$ cat src/rtl/gpr_pkg.sv
// Shared widths, default queue depth and the queued long-result entry type.
package gpr_pkg;

  localparam int unsigned REG_W      = 5;
  localparam int unsigned DATA_W     = 32;
  localparam int unsigned NREG       = 32;
  localparam int unsigned QD_DEFAULT = 4;

  typedef struct packed {
    logic [REG_W-1:0]  rd;
    logic [DATA_W-1:0] val;
  } wb_entry_t;

endpackage

$ cat src/rtl/gpr_writeback_if.sv
// Writeback bus: ALU and long-result producers, issue/decode queries, regfile write port.
interface gpr_writeback_if;
  import gpr_pkg::*;

  logic              alu_v;
  logic [REG_W-1:0]  alu_rd;
  logic [DATA_W-1:0] alu_val;

  logic              lng_v;
  logic [REG_W-1:0]  lng_rd;
  logic [DATA_W-1:0] lng_val;
  logic              lng_rdy;

  logic              iss_v;
  logic [REG_W-1:0]  iss_rd;

  logic [REG_W-1:0]  q_rs;
  logic [REG_W-1:0]  q_rt;
  logic              stall;

  logic [REG_W-1:0]  rd;
  logic [DATA_W-1:0] rrd;
  logic              we;

  // Pipeline side driving results, issue and decode queries
  modport master (
    output alu_v, alu_rd, alu_val,
    output lng_v, lng_rd, lng_val,
    input  lng_rdy,
    output iss_v, iss_rd,
    output q_rs, q_rt,
    input  stall,
    input  rd, rrd, we
  );

  // Writeback block side
  modport slave (
    input  alu_v, alu_rd, alu_val,
    input  lng_v, lng_rd, lng_val,
    output lng_rdy,
    input  iss_v, iss_rd,
    input  q_rs, q_rt,
    output stall,
    output rd, rrd, we
  );

endinterface

$ cat src/rtl/wb_fifo.sv
// Small circular FIFO for long results; pointers wrap naturally (power-of-two depth).
module wb_fifo
  import gpr_pkg::*;
#(
  parameter int unsigned Depth = QD_DEFAULT,
  localparam int unsigned PtrW = $clog2(Depth)
) (
  input  logic      clk,
  input  logic      rst,
  input  logic      push,
  input  wb_entry_t wdata,
  input  logic      pop,
  output wb_entry_t rdata,
  output logic      full,
  output logic      empty
);

  localparam logic [PtrW:0] FullCnt = (PtrW + 1)'(Depth);

  wb_entry_t         mem_q [Depth];
  logic [PtrW-1:0]   wr_ptr_q, wr_ptr_d;
  logic [PtrW-1:0]   rd_ptr_q, rd_ptr_d;
  logic [PtrW:0]     count_q, count_d;
  logic              do_push, do_pop;

  assign full    = (count_q == FullCnt);
  assign empty   = (count_q == '0);
  assign do_push = push && !full;
  assign do_pop  = pop && !empty;
  assign rdata   = mem_q[rd_ptr_q];

  // Next-state for pointers and occupancy
  always_comb begin
    wr_ptr_d = wr_ptr_q;
    rd_ptr_d = rd_ptr_q;
    count_d  = count_q;
    if (do_push) wr_ptr_d = wr_ptr_q + 1'b1;
    if (do_pop)  rd_ptr_d = rd_ptr_q + 1'b1;
    case ({do_push, do_pop})
      2'b10:   count_d = count_q + 1'b1;
      2'b01:   count_d = count_q - 1'b1;
      default: count_d = count_q;
    endcase
  end

  // Pointer/count registers, cleared by synchronous reset
  always_ff @(posedge clk) begin
    if (rst) begin
      wr_ptr_q <= '0;
      rd_ptr_q <= '0;
      count_q  <= '0;
    end else begin
      wr_ptr_q <= wr_ptr_d;
      rd_ptr_q <= rd_ptr_d;
      count_q  <= count_d;
    end
  end

  // Storage array; contents are don't-care once pointers reset
  always_ff @(posedge clk) begin
    if (!rst && do_push) mem_q[wr_ptr_q] <= wdata;
  end

endmodule

$ cat src/rtl/gpr_writeback.sv
// GPR writeback arbiter: ALU results win, long results drain from a FIFO, busy scoreboard.
module gpr_writeback
  import gpr_pkg::*;
#(
  parameter int unsigned QD = QD_DEFAULT
) (
  input logic            clk,
  input logic            rst,
  gpr_writeback_if.slave wb
);

  logic              alu_wr;
  logic              push, pop, lng_wr;
  logic              full, empty;
  wb_entry_t         head, lng_in;

  logic              we_q, we_d;
  logic [REG_W-1:0]  rd_q, rd_d;
  logic [DATA_W-1:0] rrd_q, rrd_d;
  logic [NREG-1:0]   busy_q, busy_d;

  // Writes to $0 never reach the register file
  assign alu_wr = wb.alu_v && (wb.alu_rd != '0);
  assign push   = wb.lng_v && !full;
  assign pop    = !alu_wr && !empty;
  assign lng_wr = pop && (head.rd != '0);

  assign lng_in.rd  = wb.lng_rd;
  assign lng_in.val = wb.lng_val;

  wb_fifo #(
    .Depth (QD)
  ) u_fifo (
    .clk   (clk),
    .rst   (rst),
    .push  (push),
    .wdata (lng_in),
    .pop   (pop),
    .rdata (head),
    .full  (full),
    .empty (empty)
  );

  // Select the write for next cycle; rd/rrd hold when nothing is written
  always_comb begin
    we_d  = alu_wr || lng_wr;
    rd_d  = rd_q;
    rrd_d = rrd_q;
    if (alu_wr) begin
      rd_d  = wb.alu_rd;
      rrd_d = wb.alu_val;
    end else if (lng_wr) begin
      rd_d  = head.rd;
      rrd_d = head.val;
    end
  end

  // Scoreboard update: clear on pop, then set on issue so a same-cycle set wins
  always_comb begin
    busy_d = busy_q;
    if (pop) busy_d[head.rd] = 1'b0;
    if (wb.iss_v && (wb.iss_rd != '0)) busy_d[wb.iss_rd] = 1'b1;
    busy_d[0] = 1'b0;
  end

  // Output and scoreboard registers
  always_ff @(posedge clk) begin
    if (rst) begin
      we_q   <= 1'b0;
      rd_q   <= '0;
      rrd_q  <= '0;
      busy_q <= '0;
    end else begin
      we_q   <= we_d;
      rd_q   <= rd_d;
      rrd_q  <= rrd_d;
      busy_q <= busy_d;
    end
  end

  assign wb.we      = we_q;
  assign wb.rd      = rd_q;
  assign wb.rrd     = rrd_q;
  assign wb.lng_rdy = !full;
  assign wb.stall   = busy_q[wb.q_rs] | busy_q[wb.q_rt];

endmodule

$ cat src/flat_wrapper.sv
// flat-port wrapper written by rule: the top's interface ports become plain ports
module gpr_writeback_flat import gpr_pkg::*;
#(
  parameter int unsigned QD = QD_DEFAULT
)
  (clk, rst, wb_alu_v, wb_alu_rd, wb_alu_val, wb_lng_v, wb_lng_rd, wb_lng_val, wb_lng_rdy, wb_iss_v, wb_iss_rd, wb_q_rs, wb_q_rt, wb_stall, wb_rd, wb_rrd, wb_we);
  gpr_writeback_if wb_i ();
  input logic clk;
  input logic rst;
  input wire logic [$bits(wb_i.alu_v)-1:0] wb_alu_v;
  input wire logic [$bits(wb_i.alu_rd)-1:0] wb_alu_rd;
  input wire logic [$bits(wb_i.alu_val)-1:0] wb_alu_val;
  input wire logic [$bits(wb_i.lng_v)-1:0] wb_lng_v;
  input wire logic [$bits(wb_i.lng_rd)-1:0] wb_lng_rd;
  input wire logic [$bits(wb_i.lng_val)-1:0] wb_lng_val;
  output wire logic [$bits(wb_i.lng_rdy)-1:0] wb_lng_rdy;
  input wire logic [$bits(wb_i.iss_v)-1:0] wb_iss_v;
  input wire logic [$bits(wb_i.iss_rd)-1:0] wb_iss_rd;
  input wire logic [$bits(wb_i.q_rs)-1:0] wb_q_rs;
  input wire logic [$bits(wb_i.q_rt)-1:0] wb_q_rt;
  output wire logic [$bits(wb_i.stall)-1:0] wb_stall;
  output wire logic [$bits(wb_i.rd)-1:0] wb_rd;
  output wire logic [$bits(wb_i.rrd)-1:0] wb_rrd;
  output wire logic [$bits(wb_i.we)-1:0] wb_we;
  assign wb_i.alu_v = wb_alu_v;
  assign wb_i.alu_rd = wb_alu_rd;
  assign wb_i.alu_val = wb_alu_val;
  assign wb_i.lng_v = wb_lng_v;
  assign wb_i.lng_rd = wb_lng_rd;
  assign wb_i.lng_val = wb_lng_val;
  assign wb_lng_rdy = wb_i.lng_rdy;
  assign wb_i.iss_v = wb_iss_v;
  assign wb_i.iss_rd = wb_iss_rd;
  assign wb_i.q_rs = wb_q_rs;
  assign wb_i.q_rt = wb_q_rt;
  assign wb_stall = wb_i.stall;
  assign wb_rd = wb_i.rd;
  assign wb_rrd = wb_i.rrd;
  assign wb_we = wb_i.we;
  gpr_writeback #(.QD(QD)) u_core (.clk(clk), .rst(rst), .wb(wb_i));
endmodule
$ cat config.mk
export PLATFORM = sky130hd
export DESIGN_NAME = gpr_writeback_flat
export DESIGN_NICKNAME = d
export VERILOG_FILES = /design/src/rtl/gpr_pkg.sv /design/src/rtl/gpr_writeback_if.sv /design/src/rtl/wb_fifo.sv /design/src/rtl/gpr_writeback.sv /design/src/flat_wrapper.sv
export SDC_FILE = /design/constraint.sdc
export NUM_CORES = 1
export LEC_CHECK = 0
export CAP_MARGIN = 20
export CORE_AREA = 2 2 141 143
export DETAILED_ROUTE_END_ITERATION = 12
export DIE_AREA = 0 0 143 145
export GPL_TIMING_DRIVEN = 0
export PLACE_DENSITY = 0.73
export SLEW_MARGIN = 20
export SYNTH_ARGS = -nofsm -noshare
export SYNTH_HDL_FRONTEND = slang
export SYNTH_HIERARCHICAL = 1
export SYNTH_SLANG_ARGS = --single-unit
$ cat constraint.sdc
create_clock -name clk -period 5.95 [get_ports clk]
set_clock_uncertainty 0.2 [all_clocks]
set_input_delay 0.8925 -clock clk [delete_from_list [all_inputs] [get_ports clk]]
set_output_delay 0.8925 -clock clk [all_outputs]
set_load 0.01 [all_outputs]
== Word level (Yosys, flattened, before mapping) ==
Memories as Yosys holds them, arrays and structs flattened. A register that Yosys moved wholly into a read port is not among the register bits.
Index checks and enable logic that the tools add are counted.

* Register bits after elaboration: 77
* Memory bits (writable): 148
* Input bits: 94
* Output and inout port bits: 40
* Logic and storage cells: 66
* Memories kept: 1

* Add/subtract/negate cells: 4
* Magnitude comparators: 6
* Equality and inequality tests: 3
* Muxes and demuxes: 19
* Bitwise logic cells: 4
* Reductions and logical operators: 21

{| class="wikitable"
|+ Memories
! name !! depth !! width !! read ports !! clocked after Yosys merged registers in !! wr ports !! RTL line !! text
|-
| u_core.u_fifo.mem_q || 4 || 37 || 1 || 1 || 1 || wb_fifo.sv:20 || <nowiki>wb_entry_t mem_q [Depth];</nowiki>
|}

{| class="wikitable"
|+ Operators by type and width
! kind !! count
|-
| 2-to-1 mux 32 bit || 4
|-
| bitwise AND 32 bit || 1
|-
| inverter 32 bit || 1
|-
| bitwise OR 32 bit || 1
|-
| less-than comparator 5 x 6 -> 1 bit, second input constant || 4
|-
| nonzero test 5 bit || 3
|-
| binary-select mux 1 bit (select 5 bit) || 2
|-
| demux 1 bit (select 5 bit) || 2
|-
| greater-or-equal comparator 5 x 1 -> 1 bit, second input constant || 2
|-
| logical AND 1 bit || 10
|-
| 2-to-1 mux 5 bit || 2
|-
| 2-to-1 mux 1 bit || 6
|-
| case mux 3 bit (2 select lines) || 1
|-
| adder 2 x 1 -> 2 bit, second input constant || 2
|-
| zero test 1 bit || 4
|-
| 2-to-1 mux 2 bit || 2
|-
| nonzero test 2 bit || 2
|-
| adder 3 x 1 -> 3 bit, second input constant || 1
|-
| equality test 3 bit, second input constant || 1
|-
| zero test 3 bit || 1
|-
| subtractor 3 x 1 -> 3 bit, second input constant || 1
|-
| equality test 2 x 1 -> 1 bit, second input constant || 1
|-
| equality test 2 bit, second input constant || 1
|-
| logical OR 1 bit || 1
|-
| bitwise OR 1 bit || 1
|}

== Depth between registers and ports, before layout ==
* Depth in word-level cells: 9
* Gate-level depth with buffers: 13
* Mapped depth without buffers: 11

== Modules after synthesis ==
The synthesis kept the hierarchy.

{| class="wikitable"
|+ By module, submodules not included
! module !! times used !! cells each !! area each (um2)
|-
| wb_fifo || 1 || 247 || 5881.9
|-
| gpr_writeback || 1 || 392 || 3522.1
|}

== Worst setup path before layout ==
OpenSTA, ideal clock, no wires.

* Path type: input -> register
* From: in wb_lng_v
* To: mem u_core/u_fifo/mem_q[1][0] in the netlist's numbering, enable pin
* Setup time: 0.485 ns
* Arrival time: 3.998 ns
* Data required time: 5.265 ns
* Slack: 1.267 ns
* Stages: 4
* Path buffers: 1
* Cell sequence: nor2b_1 -> nand2b_1 -> buf_4 -> nor3b_1

* Longest elaborated chain between the ends: 5

{| class="wikitable"
|+ RTL lines
! element !! RTL line !! text
|-
| start, declared || flat_wrapper.sv:13 || <nowiki>input wire logic [$bits(wb_i.lng_v)-1:0] wb_lng_v;</nowiki>
|-
| logical AND 1 bit || gpr_writeback.sv:24 || <nowiki>assign push = wb.lng_v && !full;</nowiki>
|-
| logical AND 1 bit || wb_fifo.sv:28 || <nowiki>assign do_push = push && !full;</nowiki>
|-
| logical AND 1 bit || wb_fifo.sv:61 || <nowiki>if (!rst && do_push) mem_q[wr_ptr_q] <= wdata;</nowiki>
|-
| 2-to-1 mux 1 bit || wb_fifo.sv:61 ||
|-
| 2-to-1 mux 1 bit (not written as such) || wb_fifo.sv:61 ||
|-
| end, declared || wb_fifo.sv:20 ||
|}

Every way passes these cells.

== Worst setup path in the final report ==
* From: in wb_q_rt[0]
* To: out wb_stall

* Longest elaborated chain between the ends: 3

{| class="wikitable"
|+ RTL lines
! element !! RTL line !! text
|-
| start, declared || flat_wrapper.sv:20 || <nowiki>input wire logic [$bits(wb_i.q_rt)-1:0] wb_q_rt;</nowiki>
|-
| binary-select mux 1 bit (select 5 bit) || gpr_writeback.sv:85 || <nowiki>assign wb.stall = busy_q[wb.q_rs] | busy_q[wb.q_rt];</nowiki>
|-
| 2-to-1 mux 1 bit (not written as such) || gpr_writeback.sv:85 ||
|-
| bitwise OR 1 bit || gpr_writeback.sv:85 ||
|-
| end, declared || flat_wrapper.sv:21 || <nowiki>output wire logic [$bits(wb_i.stall)-1:0] wb_stall;</nowiki>
|}

Every way passes these cells. The select of a mux whose other input is x is not followed.

==> impl_metrics.py <==
metrics = {
    "sta": {
        "max_slew_margin_pct": 45.2,
        "rsz0062_at_grt": "false",
        "tightest_slew_ns": 0.816,
        "slew_viol_final": 0,
        "fin_crit_sh_pct": 72.4,
        "hold_viol": 0,
        "tns_ns": 0,
        "min_period_ns": 4.31,
        "setup_viol": 0,
        "fmax_mhz": 232,
        "setup_slack_ns": 1.64,
    },
    "logic_synthesis": {
        "synth_area_leader_cell": "edfxtp_1",
        "synth_top_flop_cell": "edfxtp_1",
        "synth.avg_cell_area_um2": 14.7,
        "yosysUniqueCellTypes": 49,
        "synth-seq-cells": 226,
        "synth_nets": 739,
        "yosysTopAreaCellShare_pct": 47.3,
        "synth-async-reset-ratio_pct": 0,
        "synth_cells": 639,
        "synth_area_um2": 9400,
        "ys_warn_count": 6,
        "synth_area_leaders": "edfxtp_1 47%, dfxtp_1 17%, mux4_2 11%",
        "synth_edf_count": 148,
        "seq_area_frac_synth_pct": 63.9,
    },
    "die": {
        "start_util_pct": 49.0,
        "dieHeight_um": 145,
        "rows": 51,
        "io_pins": 134,
        "die_x_um": 143,
        "die-area_um2": 20700,
        "coreArea_um2": 19200,
    },
    "global_route": {
        "antenna_found_initial": 0,
        "first_global_vias": 6451,
        "grt_max_degree": 15,
        "grt_pass1_wl_um": 35700,
        "grt-ovfl-total": 0,
        "grt_usage_pct": 22.3,
    },
    "finish": {
        "n_antenna_cell": 0,
        "nets": 911,
        "layout_commonest_cell": "edfxtp_1",
        "mostFrequentLayoutCells": "148 x edfxtp_1, 128 x clkdlybuf4s50_1, 78 x dfxtp_1",
        "drive_gt1_share_pct": 17.2,
        "areaGrowthSynthToFinish_pct": 27.8,
        "final_core_util_pct": 62.6,
        "fillCellCount": 1458,
    },
    "min_path": {
        "min_from": "u_core/busy_q[3]",
        "min_path_cells": 2,
        "hold_class": "flip-flop to flip-flop",
        "worstHoldEndpoint": "u_core/busy_q[3]",
    },
    "pwr": {
        "finalPower_w": 0.00443,
        "powerDensity_nw_per_um2": 368,
        "ir_drop_mv": 0.215,
        "power.leakage_nw": 4.06,
    },
    "clock_tree": {
        "cts_root_buf": "clkbuf_16",
        "clk_pin_slew_worst_paths_ns": 0.06,
        "cts.sinks": 226,
        "cts_setup_buffers": 0,
        "ctsLongestPathBuffers": 3,
        "cts_resized": 0,
        "cts_buffers": 24,
        "h-tree-depth": 1,
        "postCtsHoldBufs": 0,
        "clk_latency_ns": 0.51,
        "cts_tree": "built",
    },
    "worst_setup_path": {
        "rr_endpoint": "u_core/wb.rrd[6]",
        "max_stage_delay_ns": 0.66,
        "critPathTopFamily": "buffers and inverters",
        "regToRegSetupSlack_ns": 3.00,
        "slowest_stage": "clkdlybuf4s50_1",
        "cp_max_fo": 5,
        "crit_path_end_kind": "output port",
        "worstSetupPathType": "primary input to output port",
        "cp.required_ns": 4.86,
        "critPathBufInv": 2,
        "worstPathArrival_ns": 3.22,
        "cpMostUsedCell": "clkdlybuf4s50_1",
        "cp.depth": 6,
        "start_kind": "primary input",
        "crit_path_cell_trace": "clkdlybuf4s50_1, mux4_2, mux2_2, a31oi_1, o2111ai_1, clkdlybuf4s50_1",
        "reg2reg_depth": 9,
    },
    "detailed_routing": {
        "ant_nets": 0,
        "drc": 0,
        "wirelength_um": 23000,
        "wire_per_inst_um": 21.0,
        "vias": 6127,
        "firstDrtPassIters": 4,
        "vias_per_cell": 5.60,
        "first_iter_violations": 463,
    },
    "outcome": {
        "status": "complete, no violations",
    },
    "place": {
        "hpwl_um": 16600,
        "dpl_worst_slack_ns": 1.60,
        "gp_congestion": 0.877,
        "io_buffers": 128,
    },
    "run": {
        "drv_cap": 0,
    },
}
[power breakdown]
part	internal (W)	total, W	switching, W
clock	0.000930	0.00153	0.000599
sequential	0.00180	0.00185	0.0000584
combinational	0.000517	0.00104	0.000526
[logic make-up after synthesis]
| kind of cell | after synthesis | synth area share [%] |
|---|---|---|
| buffers and inverters | 50 | 3.17 |
| DFF | 226 | 63.9 |
| xor gates and xnor gates | 3 | 0.279 |
| muxes | 92 | 16.9 |
| and+or+nand+nor | 142 | 7.30 |
| adders and majority gates | 6 | 0.878 |
| AOI/OAI and AO/OA | 120 | 7.62 |
[stage by stage]
stage / instance area (um2) / hold slack, ns / instances
4_1_cts: 12000 / 0.299 / 1094
2_1_floorplan: 9400 / 0.259 / 639
3_5_place_dp: 11200 / 0.286 / 1050
5_1_grt: 12000 / 0.312 / 1094
3_3_place_gp: 11000 / 0.277 / 1032
6_report: 12000 / 0.301 / 1094
[cell usage after synthesis (8+ instances only)]
library cell	n
edfxtp_1	148
dfxtp_1	78
nor2_1	55
mux4_2	44
a21oi_1	39
mux2i_1	39
nand2_1	38
a211oi_1	36
o21ai_0	28
buf_2	11
inv_1	11
clkbuf_1	10
nand2b_1	8
o21ai_1	8
[final cells by class]
type / count / area, um2 / share of cell area, %
clock inverter: 12 / 128 / 1.06
clock buffer: 32 / 712 / 5.92
timing repair buffer: 146 / 1420 / 11.8
sequential: 226 / 6010 / 50.0
buffer: 39 / 256 / 2.13
multi-input combinational: 363 / 3120 / 26.0
tap: 265 / 332 / 2.76
inverter: 11 / 41.3 / 0.344
[flip-flops by register name, summed over array words and instances (netlist names), named ones only]
register                count
u_core/u_fifo/mem_q       148
u_core/wb.rrd              32
u_core/busy_q              31
u_core/wb.rd                5
u_core/u_fifo/count_q       3
u_core/u_fifo/rd_ptr_q      2
u_core/u_fifo/wr_ptr_q      2
u_core/wb.we                1
[layer usage]
layer | global-route usage (%) | routed length [um]
met1 | 29.3 | 9550
met2 | 37.7 | 11300
met3 | 5.48 | 1800
met4 | 4.65 | 300
met5 | 0 | 0
[worst reg2reg max path, stage by stage (launching register included)]
cell and delay, ns:
dfxtp_1 0.31, clkbuf_2 0.25, buf_2 0.35, mux4_2 0.49, nor3_1 0.23, a21oi_1 0.10
buf_4 0.23, buf_2 0.26, mux2i_1 0.16, a211oi_1 0.27
[worst max-delay path by stage]
stage                 start                   endpoint  slack, ns
3_3_place_gp       wb_lng_v  u_core/u_fifo/mem_q[1][0]      -1.42
4_1_cts          wb_q_rt[0]                   wb_stall       1.62
5_1_grt          wb_q_rt[0]                   wb_stall       1.53
6_report         wb_q_rt[0]                   wb_stall       1.64
3_5_place_dp   wb_alu_rd[0]   u_core/u_fifo/count_q[2]       1.60
2_1_floorplan      wb_lng_v  u_core/u_fifo/mem_q[1][0]       1.27
Note: power is estimated with default switching activity, not from simulation.
==> RTL edit (same settings) <==
`NREG`: 32 -> 48.
--- a/src/rtl/gpr_pkg.sv
+++ b/src/rtl/gpr_pkg.sv
@@ -4,5 +4,5 @@
   localparam int unsigned REG_W      = 5;
   localparam int unsigned DATA_W     = 32;
-  localparam int unsigned NREG       = 32;
+  localparam int unsigned NREG       = 48;
   localparam int unsigned QD_DEFAULT = 4;
 
Behaviour: same outputs for any inputs over 4 cycles, from zero or initial values and one cycle with rst high; that may be too few to reach the edited logic, so the function may still have changed.
==> RTL edit against the unedited design <==
Design area fell by 1.2%. Register-to-register slack lost 0.52 ns. Power is 2.7% lower. Sequential cell count did not move. Synthesized area fell by 0.81%. Worst setup slack got worse by 0.14 ns. Wire length fell by 0.33%. Via count decreased by 0.72%. Sequential share of layout area is 0.60 points higher.
==> RTL edit: results (changes against the unedited design) <==
| Metric | Value |
|---|---|
| Vias in the first global route | 6498 (+0.73%) |
| Finished Layout Cells | 1053 (-3.7%) |
| Pin count of the biggest net entering global routing | 16 (+1) |
| CTS Buf Count | 23 (-4.2%) |
| Lkg Pwr | 3.96 nW (-2.6%) |
| Register area share after synthesis | 64.4% (+0.52 points) |
| GRT Total Usage | 22.3% (about the same) |
| Compound-cell area share of the yosys netlist | 8.79% (+1.2 points) |
| Status | finished clean |
| Layout cells sized above 1 | 15.7% (-1.5 points) |
| Via density | 5.78 (+3.1%) |
| Mux contribution to synthesized area | 17.0% (+0.14 points) |
| Global-route wire length before repair | 35.7 mm (about the same) |
| # resized after CTS | 0 (unchanged) |
| Final net count | 872 (-4.3%) |
| Met1 wire length | 9.03 mm (-5.4%) |
| Syn avg cell area | 15.6 um2 (+5.8%) |
| Metal2 WL | 11.8 mm (+3.8%) |
| Cell area after layout | 11900 um2 (-1.2%) |
| Synth Area in XOR/XNOR | 0.282% (+0.0023 points) |
| 1st-pass router iterations | 7 (+3) |
| RePlAce Congestion | 0.862 (-1.7%) |
| Top routing layer in use | met5 |
| Post-detail-place hpwl | 16.3 mm (-1.5%) |
| CP arrival | 4.68 ns (+1.46 ns) |
| Dpl cells | 1012 (-3.6%) |
| Met3 WL post-DR | 1.73 mm (-3.9%) |
| Initial DRC count | 453 (-2.2%) |
| WL final | 22.9 mm (-0.33%) |
| Area post-placement | 11200 um2 (-0.18%) |
| Slowest-stage cell, CP | or4_1 |
| Top cells by area, synth | edfxtp_1, dfxtp_1, mux4_2 |
| Syn nets | 699 (-5.4%) |
| Yosys cell types | 44 (-10%) |
| CP Max Fanout | 10 (+5) |
| Maximum vdd drop | 0.202 mV (-5.9%) |
| Synth Area in Adders | 0.885% (+0.0072 points) |
| Met2 global-route usage | 38.0% (+0.26 points) |
| GR Util met1 | 28.9% (-0.43 points) |
| Fill cells | 1403 (-3.8%) |
| Antenna violations before repair | 2 (+2) |
| Slew margin rel. | 60.4% (+15 points) |
| Global routing usage on met3 | 5.08% (-0.40 points) |
| Synth cell count leaders | edfxtp_1, dfxtp_1, nor2_1 |
## RTL edit: cell types whose count changed after synthesis, moves of 8 or more
| cell | delta |
|---|---|
| nand2_1 | -30 |
| o311ai_0 | +21 |
| clkbuf_1 | +14 |
| a21oi_1 | -31 |
| o21ai_1 | -8 |
| o311ai_1 | +10 |
## RTL edit: cell type report
class	instances	area share (%)
well taps	265	2.79
repair buffers	148	12.5
flip-flops and latches	226	50.6
multi-input cells	325	25.9
clock inverters	14	0.980
clock buffers	27	5.06
plain buffers	38	1.92
inverters	10	0.316
## RTL edit: worst paths after layout
kind / start / endpoint / slack, ns / depth (start not counted)
max: wb_alu_rd[1] / u_core/u_fifo/count_q[2]$_SDFFE_PP0P_ / 1.50 / 14
max reg2reg: flip-flop / u_core/wb.rrd[24]$_SDFFE_PP0P_ / 2.48 / 10
min reg2reg: u_core/busy_q[6]$_SDFF_PP0_ / u_core/busy_q[6]$_SDFF_PP0_ / 0.30 / 2
min: u_core/busy_q[6]$_SDFF_PP0_ / u_core/busy_q[6]$_SDFF_PP0_ / 0.30 / 2
## RTL edit: report_power, final
group	internal [mW]	switching, mW	total [mW]
Combinational	0.524	0.547	1.07
Sequential	1.80	0.0597	1.86
Clock	0.805	0.574	1.38
Total	3.13	1.18	4.31
## RTL edit: metrics by stage
stage	worst slack, ns	power, mW
finish	1.50	4.31
global placement	-1.39	2.90
detailed placement	0.994	2.95
global route	1.23	4.47
CTS	1.52	4.33
floorplan	1.27	2.55
## RTL edit: logic make-up (layout without fill, tap and decap cells)
logic type / after synthesis / after routing
fa+ha+maj: 6 / 6
buf+inv: 48 / 237
flops: 226 / 226
xor+xnor: 3 / 3
mux: 92 / 92
compound gates: 118 / 118
simple gates: 106 / 106
